## config.mk

```make
export PLATFORM = sky130hd
export DESIGN_NAME = dep_issue_scheduler
export DESIGN_NICKNAME = d
export VERILOG_FILES = /design/src/rtl/dep_issue_scheduler.sv
export SDC_FILE = /design/constraint.sdc
export NUM_CORES = 1
export LEC_CHECK = 0
export CORE_MARGIN = 2
export CORE_UTILIZATION = 40
export CTS_CLUSTER_SIZE = 24
export DETAILED_ROUTE_END_ITERATION = 12
export PLACE_DENSITY = 0.56
export RECOVER_POWER = 100
export SYNTH_ARGS = -nofsm -noshare
export SYNTH_HDL_FRONTEND = slang
export SYNTH_SLANG_ARGS = --single-unit
```

## constraint.sdc

```tcl
create_clock -name clk -period 14.6 [get_ports clk]
set_input_delay 2.19 -clock clk [delete_from_list [all_inputs] [get_ports clk]]
set_output_delay 2.19 -clock clk [all_outputs]
set_load 0.02 [all_outputs]
```

## src/rtl/dep_issue_scheduler.sv

```systemverilog
// Dependency-aware issue scheduler: one dependency mask per instruction-buffer slot,
// round-robin pick among woken slots into a registered issue slot.
// Latency: a slot allocated with an empty mask in cycle N shows issue_valid in N+2.
// A done in cycle N wakes a consumer whose issue_valid rises in N+2.
// Backpressure: issue_valid && !issue_ready freezes issue_idx; selection resumes on the handshake.
//
// Ports:
//   clk, rst              clock (rising edge), asynchronous active-high reset
//   alloc_valid/idx/dep   write a new instruction and its producer mask into a FREE slot
//   issue_valid/idx/ready registered issue handshake toward the execute units
//   done_valid/idx        execution completion; frees the slot and clears its mask column
//   busy                  registered per-slot "not FREE" vector
//   alloc_err, done_err   one-cycle pulses flagging an ignored alloc / done
// Optional: define SCHED_STATS_EN to add stat_issued / stat_stall 32-bit wrapping counters.
module dep_issue_scheduler #(
  parameter int BS    = 16,
  parameter int IDX_W = $clog2(BS)
) (
  input  logic             clk,
  input  logic             rst,
  input  logic             alloc_valid,
  input  logic [IDX_W-1:0] alloc_idx,
  input  logic [BS-1:0]    alloc_dep,
  output logic             issue_valid,
  output logic [IDX_W-1:0] issue_idx,
  input  logic             issue_ready,
  input  logic             done_valid,
  input  logic [IDX_W-1:0] done_idx,
  output logic [BS-1:0]    busy,
`ifdef SCHED_STATS_EN
  output logic [31:0]      stat_issued,
  output logic [31:0]      stat_stall,
`endif
  output logic             alloc_err,
  output logic             done_err
);

  localparam logic [1:0] S_FREE = 2'd0;
  localparam logic [1:0] S_PEND = 2'd1;
  localparam logic [1:0] S_SEL  = 2'd2;
  localparam logic [1:0] S_EXEC = 2'd3;

  logic [BS-1:0][1:0]    state_q, state_d;
  logic [BS-1:0][BS-1:0] mask_q, mask_d;
  logic                  issue_valid_q, issue_valid_d;
  logic [IDX_W-1:0]      issue_idx_q, issue_idx_d;
  logic [IDX_W-1:0]      rr_ptr_q, rr_ptr_d;
  logic [BS-1:0]         busy_q, busy_d;
  logic                  alloc_err_q, alloc_err_d;
  logic                  done_err_q, done_err_d;

  logic [BS-1:0]         ready;
  logic [BS-1:0]         busy_after_done;
  logic [BS-1:0]         self_bit;
  logic                  pick_found;
  logic [IDX_W-1:0]      pick_idx;
  logic [IDX_W-1:0]      cand;
  logic                  handshake;

  assign handshake = issue_valid_q && issue_ready;

  // Wakeup looks only at registered state, so a same-cycle done never shortcuts the pick.
  always_comb begin
    ready = '0;
    for (int k = 0; k < BS; k++) begin
      ready[k] = (state_q[k] == S_PEND) && (mask_q[k] == '0);
    end
  end

  // Round-robin: first ready slot at or after rr_ptr, wrapping mod BS.
  always_comb begin
    pick_found = 1'b0;
    pick_idx   = '0;
    cand       = '0;
    for (int i = 0; i < BS; i++) begin
      cand = rr_ptr_q + IDX_W'(i);
      if (!pick_found && ready[cand]) begin
        pick_found = 1'b1;
        pick_idx   = cand;
      end
    end
  end

  // Same-cycle ordering: done, then handshake, then selection, then alloc.
  always_comb begin
    state_d         = state_q;
    mask_d          = mask_q;
    issue_valid_d   = issue_valid_q;
    issue_idx_d     = issue_idx_q;
    rr_ptr_d        = rr_ptr_q;
    alloc_err_d     = 1'b0;
    done_err_d      = 1'b0;
    busy_after_done = '0;
    self_bit        = '0;
    busy_d          = '0;

    if (done_valid) begin
      if (state_q[done_idx] == S_EXEC) begin
        state_d[done_idx] = S_FREE;
        for (int j = 0; j < BS; j++) begin
          mask_d[j][done_idx] = 1'b0;
        end
      end else begin
        done_err_d = 1'b1;
      end
    end

    for (int k = 0; k < BS; k++) begin
      busy_after_done[k] = (state_d[k] != S_FREE);
    end

    if (handshake) begin
      state_d[issue_idx_q] = S_EXEC;
    end

    if (!issue_valid_q || issue_ready) begin
      issue_valid_d = pick_found;
      if (pick_found) begin
        issue_idx_d       = pick_idx;
        state_d[pick_idx] = S_SEL;
        rr_ptr_d          = pick_idx + IDX_W'(1);
      end
    end

    // Masking with busy_after_done drops producers already FREE, including one
    // completing in this very cycle, so no wakeup can be missed.
    if (alloc_valid) begin
      if (busy_after_done[alloc_idx]) begin
        alloc_err_d = 1'b1;
      end else begin
        self_bit[alloc_idx] = 1'b1;
        state_d[alloc_idx]  = S_PEND;
        mask_d[alloc_idx]   = alloc_dep & busy_after_done & ~self_bit;
      end
    end

    for (int k = 0; k < BS; k++) begin
      busy_d[k] = (state_d[k] != S_FREE);
    end
  end

  always_ff @(posedge clk or posedge rst) begin
    if (rst) begin
      state_q       <= '0;
      mask_q        <= '0;
      issue_valid_q <= 1'b0;
      issue_idx_q   <= '0;
      rr_ptr_q      <= '0;
      busy_q        <= '0;
      alloc_err_q   <= 1'b0;
      done_err_q    <= 1'b0;
    end else begin
      state_q       <= state_d;
      mask_q        <= mask_d;
      issue_valid_q <= issue_valid_d;
      issue_idx_q   <= issue_idx_d;
      rr_ptr_q      <= rr_ptr_d;
      busy_q        <= busy_d;
      alloc_err_q   <= alloc_err_d;
      done_err_q    <= done_err_d;
    end
  end

  assign issue_valid = issue_valid_q;
  assign issue_idx   = issue_idx_q;
  assign busy        = busy_q;
  assign alloc_err   = alloc_err_q;
  assign done_err    = done_err_q;

`ifdef SCHED_STATS_EN
  logic [31:0] stat_issued_q;
  logic [31:0] stat_stall_q;

  always_ff @(posedge clk or posedge rst) begin
    if (rst) begin
      stat_issued_q <= '0;
      stat_stall_q  <= '0;
    end else begin
      if (handshake) begin
        stat_issued_q <= stat_issued_q + 32'd1;
      end
      if (issue_valid_q && !issue_ready) begin
        stat_stall_q <= stat_stall_q + 32'd1;
      end
    end
  end

  assign stat_issued = stat_issued_q;
  assign stat_stall  = stat_stall_q;
`endif

endmodule

```

* Word level (Yosys, flattened, before mapping) *
Index checks and enable logic that the tools add are counted.
W data, S select, Z words.

operators by class
  add/sub/neg operators = 16
  $lt $le $gt $ge = 24
  equal/unequal tests = 17
  multiplexer cells = 98
  reductions and logical operators = 102
  bitwise logic cells = 29

operator list
  kind                   number
  $mux W256              4
  $and A16 B16 Y16       20
  $bwmux W256            1
  $logic_not A16 Y1      16
  $mux W32               7
  $lt A4 B5 Y1 const B   20
  $bmux W1 S4            17
  $demux W16 S4          1
  $mux W4                16
  $not A16 Y16           4
  $reduce_bool A2 Y1     32
  $mux W1                39
  $logic_and A1 B1 Y1    36
  $add A4 B4 Y4 const B  8
  $and A32 B32 Y32       1
  $demux W2 S4           4
  $eq A2 B1 Y1 const B   16
  $not A32 Y32           1
  $or A16 B16 Y16        2
  $or A32 B32 Y32        1
  $add A4 B3 Y4 const B  4
  $ge A4 B1 Y1 const B   4
  $logic_not A1 Y1       16
  $mux W16               1
  8 further kinds        15

storage, ports and cells
  output and inout port bits = 23
  input bits = 29
  register bits after elaboration = 315

* Logic depth before layout (Yosys ltp) *
Gate-level depths: netlist (run 1).

  depth after elaboration = 62
  mapped depth = 23

* Worst setup path after synthesis (run 1) *
OpenSTA, ideal clock, no wires.

  path kind = input to register
  start point = input done_idx[1]
  end point = register mask_q[10] (netlist name)
  cell stages on the path = 13
  arrival time = 5.002 ns
  library setup time = 0.083 ns
  path slack = 9.516 ns
  required time = 14.517 ns
  cells stage by stage = clkbuf_1 -> clkbuf_1 -> o21ai_0 -> nand3_1 -> o21ai_0 -> mux4_2 -> mux4_2 -> nand2_1 -> nor3_1 -> nand2_1 -> clkbuf_1 -> nand3_1 -> o21ai_0

RTL lines
  item                  line  source
  from (decl)           28    input logic [IDX_W-1:0] done_idx,
  to (signal assigned)  154   mask_q <= mask_d;
  to (decl)             44    logic [BS-1:0][BS-1:0] mask_q, mask_d;

* Worst setup path after layout (run 1) *
  start point = register rr_ptr_q[0]
  end point = register busy_q[8] (netlist: busy[8])

on the way
  word-level cells in the longest chain between the ends = 60

RTL lines
  item                                                                    line  source
  from (decl)                                                             47    logic [IDX_W-1:0] rr_ptr_q, rr_ptr_d;
  from (signal assigned)                                                  157   rr_ptr_q <= rr_ptr_d;
  parallel branches: the longest is 54 deep, another holds $add A4 B1 Y4  --
  $mux W32 (*)                                                            118   if (pick_found) begin
  $mux W32 (*)                                                            116   if (!issue_valid_q || issue_ready) begin
  $or A16 B16 Y16 (no source line)                                        --
  $mux W32                                                                128   if (busy_after_done[alloc_idx]) begin
  $mux W32 (*)                                                            127   if (alloc_valid) begin
  $reduce_bool A2 Y1 (*)                                                  138   busy_d[k] = (state_d[k] != S_FREE);
  named net busy_d[8]                                                     48    logic [BS-1:0] busy_q, busy_d;
  to (signal assigned)                                                    158   busy_q <= busy_d;
  to (decl)                                                               48

Mark *: on every way through the listed nets, which the timed path passes. The select of a mux whose other input is x is not followed.
A chain may end at the register's enable or synchronous reset.

==> summary.md, run 1 <==
| Metric | Value |
|---|---|
| Drt drc | 0 |
| H-tree Lvls | 2 |
| ANT cells | 0 |
| Initial antenna violation count | 1 |
| Hold Fails Final Rpt | 0 |
| Slew @ Worst Pin | 5.97 ns |
| Clock Latency Late Sink | 0.53 ns |
| Outcome | complete, but fails checks |
| Post-Synthesis Cells | 1870 |
| Synth Register Bits | 315 |
| Overall Global Routing Usage | 27.9% |
| Mapped cell area | 0.0170 sq mm |
| Core Region | 0.0420 sq mm |
| Post_cts resized | 0 |
| Die W | 210 microns |
| Synth async-reset ratio | 100% |
| Max Slew Vio Count | 183 |
| Fin nets | 1886 |
| CTS Buf Count | 34 |
| Design area | 0.0189 sq mm |
| Period Utilization, post-route | 67.2% |
| Worst-path maximum fanout | 29 |
| DR iter-0 viols | 1704 |
| Post-DRT Antenna Nets | 0 |
| Pre-CTS setup slack | 7.32 ns |
| Max-cap violations | 3 |
| Hold Crit Class | register to register |
| Clock transition at the registers of the reported paths | 0.06 ns |
| Netlist cell types | 91 |
| DR vias | 15300 |
| Clk buf depth | 3 |
| Mean Syn Cell Area | 9.12 sq um |
| Post-synth EDFFs | 0 |
| PortBufs | 51 |
| RSZ-0062 raised after global routing | no |
| Slew Limit Headroom | -300% |
| Power consumption | 0.00545 W |
| Postcts setup bufs | 0 |
| Number of global-route vias before repair | 14368 |
| Io pins | 52 |
| Crit end category | register |
| Layout area overhead | 10.8% |
| GRT overflow | 0 |
| Arr. time, crit path | 10.18 ns |
| GPL Wtd Cong | 0.961 |
| Register area | 0.00788 sq mm |
| Setup TNS | 0 ns |
| Final setup fails | 0 |
| Via density | 6.36 |
| Hold buffers post-CTS | 0 |
| Yosys warning total | 0 |
| Die height | 210 microns |
| WP data required | 14.97 ns |
| Max Fclk | 102 MHz |
| Peak supply drop | 236 uV |
| Starting Density | 40.6% |
| Detailed-placement wirelength estimate | 41.5 mm |
| Share of layout cells above drive strength 1 | 7.88% |
| Area occupied by multi-input gates | 0.00853 sq mm |
| FP Rows | 75 |
| Pwr per Cell Area | 288 mW/mm^2 |
| Syn Nets | 1909 |
| Ys flop type | dfrtp_1 |
| Failing checks | max-capacitance violations, max-slew violations |
| Largest net degree at the start of global routing | 183 |
| Global-route wire length before repair | 93.0 mm |
| Min Tclk post-route | 9.81 ns |
| Final WL | 62.0 mm |
| WL/cell | 25.8 microns |
| DRT Pass-1 Iters | 5 |
| Most frequent cells in the layout | nand3_1 (316), dfrtp_1 (315), o21ai_0 (296) |
| Seq/Total Area, Yosys | 46.2% |
| Clock tree sinks | 315 |
| Clock Skew | 0.0234 ns |
| Dpl cell area | 0.0179 sq mm |
| Crit Path Class | register to register |
| Commonest non-fill, non-tap cell in the layout | nand3_1 |
| Startpoint types | register |
| Clk root buf | clkbuf_16 |
| Leak Pwr | 7.62 nW |
| CTS tree | yes |
| Die ar. | 0.0443 sq mm |
| Worst setup margin | 4.79 ns |
| Filler instances | 4128 |
==> cells by family (layout without fill, tap and decap cells) <==
logic type / after synthesis / in the layout / share of synthesized area (%)
XOR/XNOR: 15 / 15 / 0.815
AND/OR/NAND/NOR: 795 / 795 / 25.0
AO/OA/AOI/OAI: 533 / 533 / 19.5
flip-flops: 315 / 315 / 46.2
adder cells (fa/ha/maj): 10 / 10 / 0.734
multiplexers: 49 / 49 / 4.12
buffers and inverters: 153 / 149 / 3.61
==> routing by layer <==
metal / track usage [%] / vias to the layer above / part of all wire [%]
met1: 40.9 / 7566 / 46
met3: 3.65 / 105 / 7.0
li1: - / 6977 / -
met2: 42.8 / 650 / 44
met4: 9.40 / 2 / 3.4
met5: 0 / - / 0.021
==> area by class of cell <==
type,count,share of cell area [%]
flip-flops and latches,315,41.7
repair buffers,81,3.90
clock buffers,46,4.91
inverters,13,0.272
well taps,539,3.57
clock inverters,9,0.503
multi-input cells,1402,45.1
==> flip-flops by register name (all words and copies together) (netlist names) <==
signal and flops:
alloc_err 1, busy 16, done_err 1, issue_idx 4, issue_valid 1, mask_q 256, rr_ptr_q 4, state_q 32
==> critical path, stage by stage (launching register included) <==
cell and delay [ns]:
dfrtp_1 0.32, clkbuf_1 1.16, clkinvlp_2 1.71, ha_1 0.81, xor2_1 0.89, nand2_1 0.20, o22ai_1 0.34, nor4_1 0.19
a211oi_1 0.31, nand4_1 0.54, nor3_1 0.95, nand2_1 0.36, o211ai_1 1.36, o31ai_1 0.22, nand3b_1 0.25
==> Yosys cell counts (11+ instances only) <==
cell       count  share of area (%)
a21oi_1       50                1.5
and2_1        12               0.44
and3_1        23               0.84
buf_1         11               0.24
buf_2         22               0.65
clkbuf_1     105                2.3
dfrtp_1      315                 46
mux2i_1       23                1.4
mux4_2        16                2.1
nand2_1      121                2.7
nand2b_1      13               0.48
nand3_1      316                9.3
nand3b_1      11               0.48
nand4_1       16               0.59
nor2_1        95                2.1
nor3_1        46                1.4
nor4_1        69                2.5
o2111ai_1     18               0.92
o211ai_1      12               0.53
o21ai_0      283                8.3
o21ai_1       23               0.68
o22ai_1       14               0.51
o31ai_1       13               0.57
o32ai_1       12               0.62
or3_1         16               0.59
xnor2_1       11               0.57
==> stage by stage <==
step | utilization [%] | hold slack, ns | std cells
5_1_grt | 44.9 | 0.518 | 2405
2_1_floorplan | - | 0.469 | 1870
6_report | 44.9 | 0.500 | 2405
3_3_place_gp | 42.6 | 0.482 | 2350
4_1_cts | 45.1 | 0.505 | 2405
3_5_place_dp | 42.6 | 0.491 | 2350
==> power breakdown <==
group          internal, W  switching (W)
Combinational      0.00104        0.00219
Clock             0.000464       0.000353
Sequential         0.00116       0.000233
Total              0.00267        0.00277
==> worst paths after layout <==
check,from,to,slack [ns],cells past startpoint
min in group asynchronous,rst,mask_q[111]$_DFF_PP0_,3.98,2
setup / recovery,rr_ptr_q[0]$_DFFE_PP0P_,busy[8]$_DFF_PP0_,4.79,14
hold reg to reg,mask_q[72]$_DFF_PP0_,mask_q[72]$_DFF_PP0_,0.50,2
max in group asynchronous,rst,mask_q[49]$_DFF_PP0_,7.98,2
setup reg to reg,rr_ptr_q[0]$_DFFE_PP0P_,busy[8]$_DFF_PP0_,4.79,14
hold / removal,mask_q[72]$_DFF_PP0_,mask_q[72]$_DFF_PP0_,0.50,2
(Power assumes the default switching activity.)
==> run 2: changes to the inputs <==
==> constraint.sdc (replaced) <==
create_clock -name clk -period 9.25 [get_ports clk]
set_input_delay 1.3875 -clock clk [delete_from_list [all_inputs] [get_ports clk]]
set_output_delay 1.3875 -clock clk [all_outputs]
set_load 0.02 [all_outputs]
==> run 2 against run 1 <==
Compared with the run above: the run still ends with max-capacitance violations, max-slew violations left; total power up 61%; sequential share of layout area down 0.19 points; final area up 0.45%; utilization up 0.20 points; flip-flop and latch count unchanged.
==> summary.md, run 2 (synthesis gave the netlist of run 1 again) <==
| Metric | Value |
|---|---|
| Pre-CTS setup slack | 2.81 ns (-4.51 ns) |
| Hold Fails Final Rpt | 0 (unchanged) |
| Global-route met1 utilization | 41.9% (+0.95 points) |
| Slew Limit Headroom | -189% (+110 points) |
| Crit Path Class | register to register |
| Layout area overhead | 11.3% |
| Largest net degree at the start of global routing | 188 (+2.7%) |
| WP data required | 9.76 ns (-5.21 ns) |
| Worst-path maximum fanout | 29 (unchanged) |
| Peak supply drop | 255 uV (+7.9%) |
| Hold Crit Class | register to register |
| Postcts setup bufs | 0 (unchanged) |
| Crit. Startpoint | rr_ptr_q[0]$_DFFE_PP0P_ |
| GRT overflow | 0 (unchanged) |
| Max-cap violations | 2 (-1) |
| Filler instances | 4105 (-0.56%) |
| CTS tree | yes |
| Clock Skew | 0.0209 ns (-0.00256 ns) |
| Final WL | 63.5 mm (+2.4%) |
| Post-DRT Antenna Nets | 0 (unchanged) |
| CTS Buf Count | 31 (-8.8%) |
| Max Fclk | 134 MHz (+31%) |
| Clk root buf | clkbuf_16 |
| Final setup fails | 0 (unchanged) |
| Register bank with the most flops | mask_q |
| Clock Latency Late Sink | 0.60 ns (+0.07 ns) |
| Overall Global Routing Usage | 28.6% (+0.71 points) |
| Leak Pwr | 7.69 nW (+0.89%) |
| GPL Wtd Cong | 0.983 (+2.3%) |
| PortBufs | 51 (unchanged) |
| Crit end category | register |
| ANT cells | 0 (unchanged) |
| Global route hottest layer | met2 |
| WL/cell | 26.4 microns (+2.4%) |
| Fin nets | 1884 (-0.11%) |
| DR iter-0 viols | 1826 (+7.2%) |
| Register area | 0.00788 sq mm (unchanged) |
| Clk buf depth | 3 (unchanged) |
| Drt drc | 0 (unchanged) |
| Fin cells | 2407 (+0.083%) |
| Number of global-route vias before repair | 14733 (+2.5%) |
| Hold path cells | 2 (unchanged) |
| DRT Pass-1 Iters | 7 (+2) |
| Startpoint types | register |
| Period Utilization, post-route | 80.9% (+14 points) |
| H-tree Lvls | 1 (-1) |
| Area occupied by multi-input gates | 0.00853 sq mm (about the same) |
| Clock transition at the registers of the reported paths | 0.06 ns (about the same) |
| GR Layer Usage met3 | 4.17% (+0.52 points) |
| FP Rows | 75 (unchanged) |
| Hold EP | mask_q[184]$_DFF_PP0_ |
| Starting Density | 40.6% (unchanged) |
| Worst setup margin | 1.77 ns (-3.02 ns) |
| Power consumption | 0.00877 W (+61%) |
| RR Startpoint | rr_ptr_q[0]$_DFFE_PP0P_ |
| Post_cts resized | 0 (unchanged) |
| Flop2flop setup slack | 1.77 ns (-3.02 ns) |
| Io pins | 52 (unchanged) |
| Worst R2R Path Depth | 16 (+2) |
| Via density | 6.44 (+1.2%) |
| Slew @ Worst Pin | 4.33 ns (-1.65 ns) |
| Crit Reg-Reg Endpoint | state_q[15]$_DFF_PP0_ |
| Initial antenna violation count | 0 (-1) |
| DR vias | 15494 (+1.3%) |
| Detailed-placement wirelength estimate | 42.8 mm (+3.1%) |
| Min Tclk post-route | 7.48 ns (-2.33 ns) |
| Most frequent cells in the layout | nand3_1 (315), dfrtp_1 (315), o21ai_0 (295) |
| Max Slew Vio Count | 131 (-28%) |
| Failing checks | max-capacitance violations, max-slew violations |
| Outcome | complete, but fails checks |
| Setup TNS | 0 ns (unchanged) |
| Die W | 210 microns (unchanged) |
| Clock tree sinks | 315 (unchanged) |
| Placed insts | 2351 (+0.043%) |
| Arr. time, crit path | 7.99 ns (-2.19 ns) |
| Minimum hold slack | 0.501 ns (+0.000388 ns) |
| Core Region | 0.0420 sq mm (unchanged) |
| Pwr per Cell Area | 462 mW/mm^2 (+60%) |
| Die height | 210 microns (unchanged) |
| RSZ-0062 raised after global routing | no |
| Min-Delay Startpoint | mask_q[184]$_DFF_PP0_ |
| Global-route wire length before repair | 95.5 mm (+2.7%) |
| Met2 Use GR | 44.2% (+1.5 points) |
| Max reg flops | 256 (unchanged) |
| Hold buffers post-CTS | 0 (unchanged) |
| Share of layout cells above drive strength 1 | 8.57% (+0.69 points) |
| Die ar. | 0.0443 sq mm (unchanged) |
==> run 2: per-stage QoR <==
| stage | area [sq um] | util, % |
|---|---|---|
| 2_1_floorplan | 17100 | - |
| 3_3_place_gp | 17900 | 42.7 |
| 3_5_place_dp | 17900 | 42.7 |
| 4_1_cts | 19000 | 45.3 |
| 5_1_grt | 19000 | 45.1 |
| 6_report | 19000 | 45.1 |
==> run 2: layout make-up <==
class / count / area share (%)
clock inverter: 16 / 1.16
sequential: 315 / 41.5
clock buffer: 40 / 4.58
tap: 539 / 3.55
inverter: 13 / 0.277
timing repair buffer: 82 / 3.96
multi-input combinational: 1402 / 44.9
==> run 2: layer usage <==
metal	part of all wire (%)	vias to the layer above	routed length, microns
met5	0	-	0
met4	3.0	0	1880
met3	7.9	122	5010
met2	44	749	28100
met1	45	7648	28500
li1	-	6975	-
==> run 2: worst max-delay path, stage by stage (launching register included) <==
cell and delay, ns:
dfrtp_1 0.32, buf_4 0.35, inv_4 0.25, ha_1 0.37, xnor2_1 0.82, buf_4 0.35
o32ai_1 0.09, o21ai_1 0.33, nor2_1 0.18, nor4_1 1.13, nand4_1 0.40, nor3_1 0.85
nand2_1 0.37, o31ai_1 0.55, o211ai_1 0.41, or3_1 0.44, a21boi_1 0.15
==> run 2: where the power goes <==
group          switching, W  leakage [nW]  internal (W)
clock              0.000557         0.548      0.000801
sequential         0.000375          4.15       0.00184
combinational       0.00355          2.99       0.00165
total               0.00448          7.69       0.00429
==> run 2: worst max path at each step <==
stage | endpoint | cells after the start
floorplan | alloc_err$_DFF_PP0_ | 1
global placement | busy[12]$_DFF_PP0_ | 12
detailed placement | mask_q[0]$_DFF_PP0_ | 13
CTS | state_q[26]$_DFF_PP0_ | 20
global route | state_q[15]$_DFF_PP0_ | 16
finish | state_q[15]$_DFF_PP0_ | 16
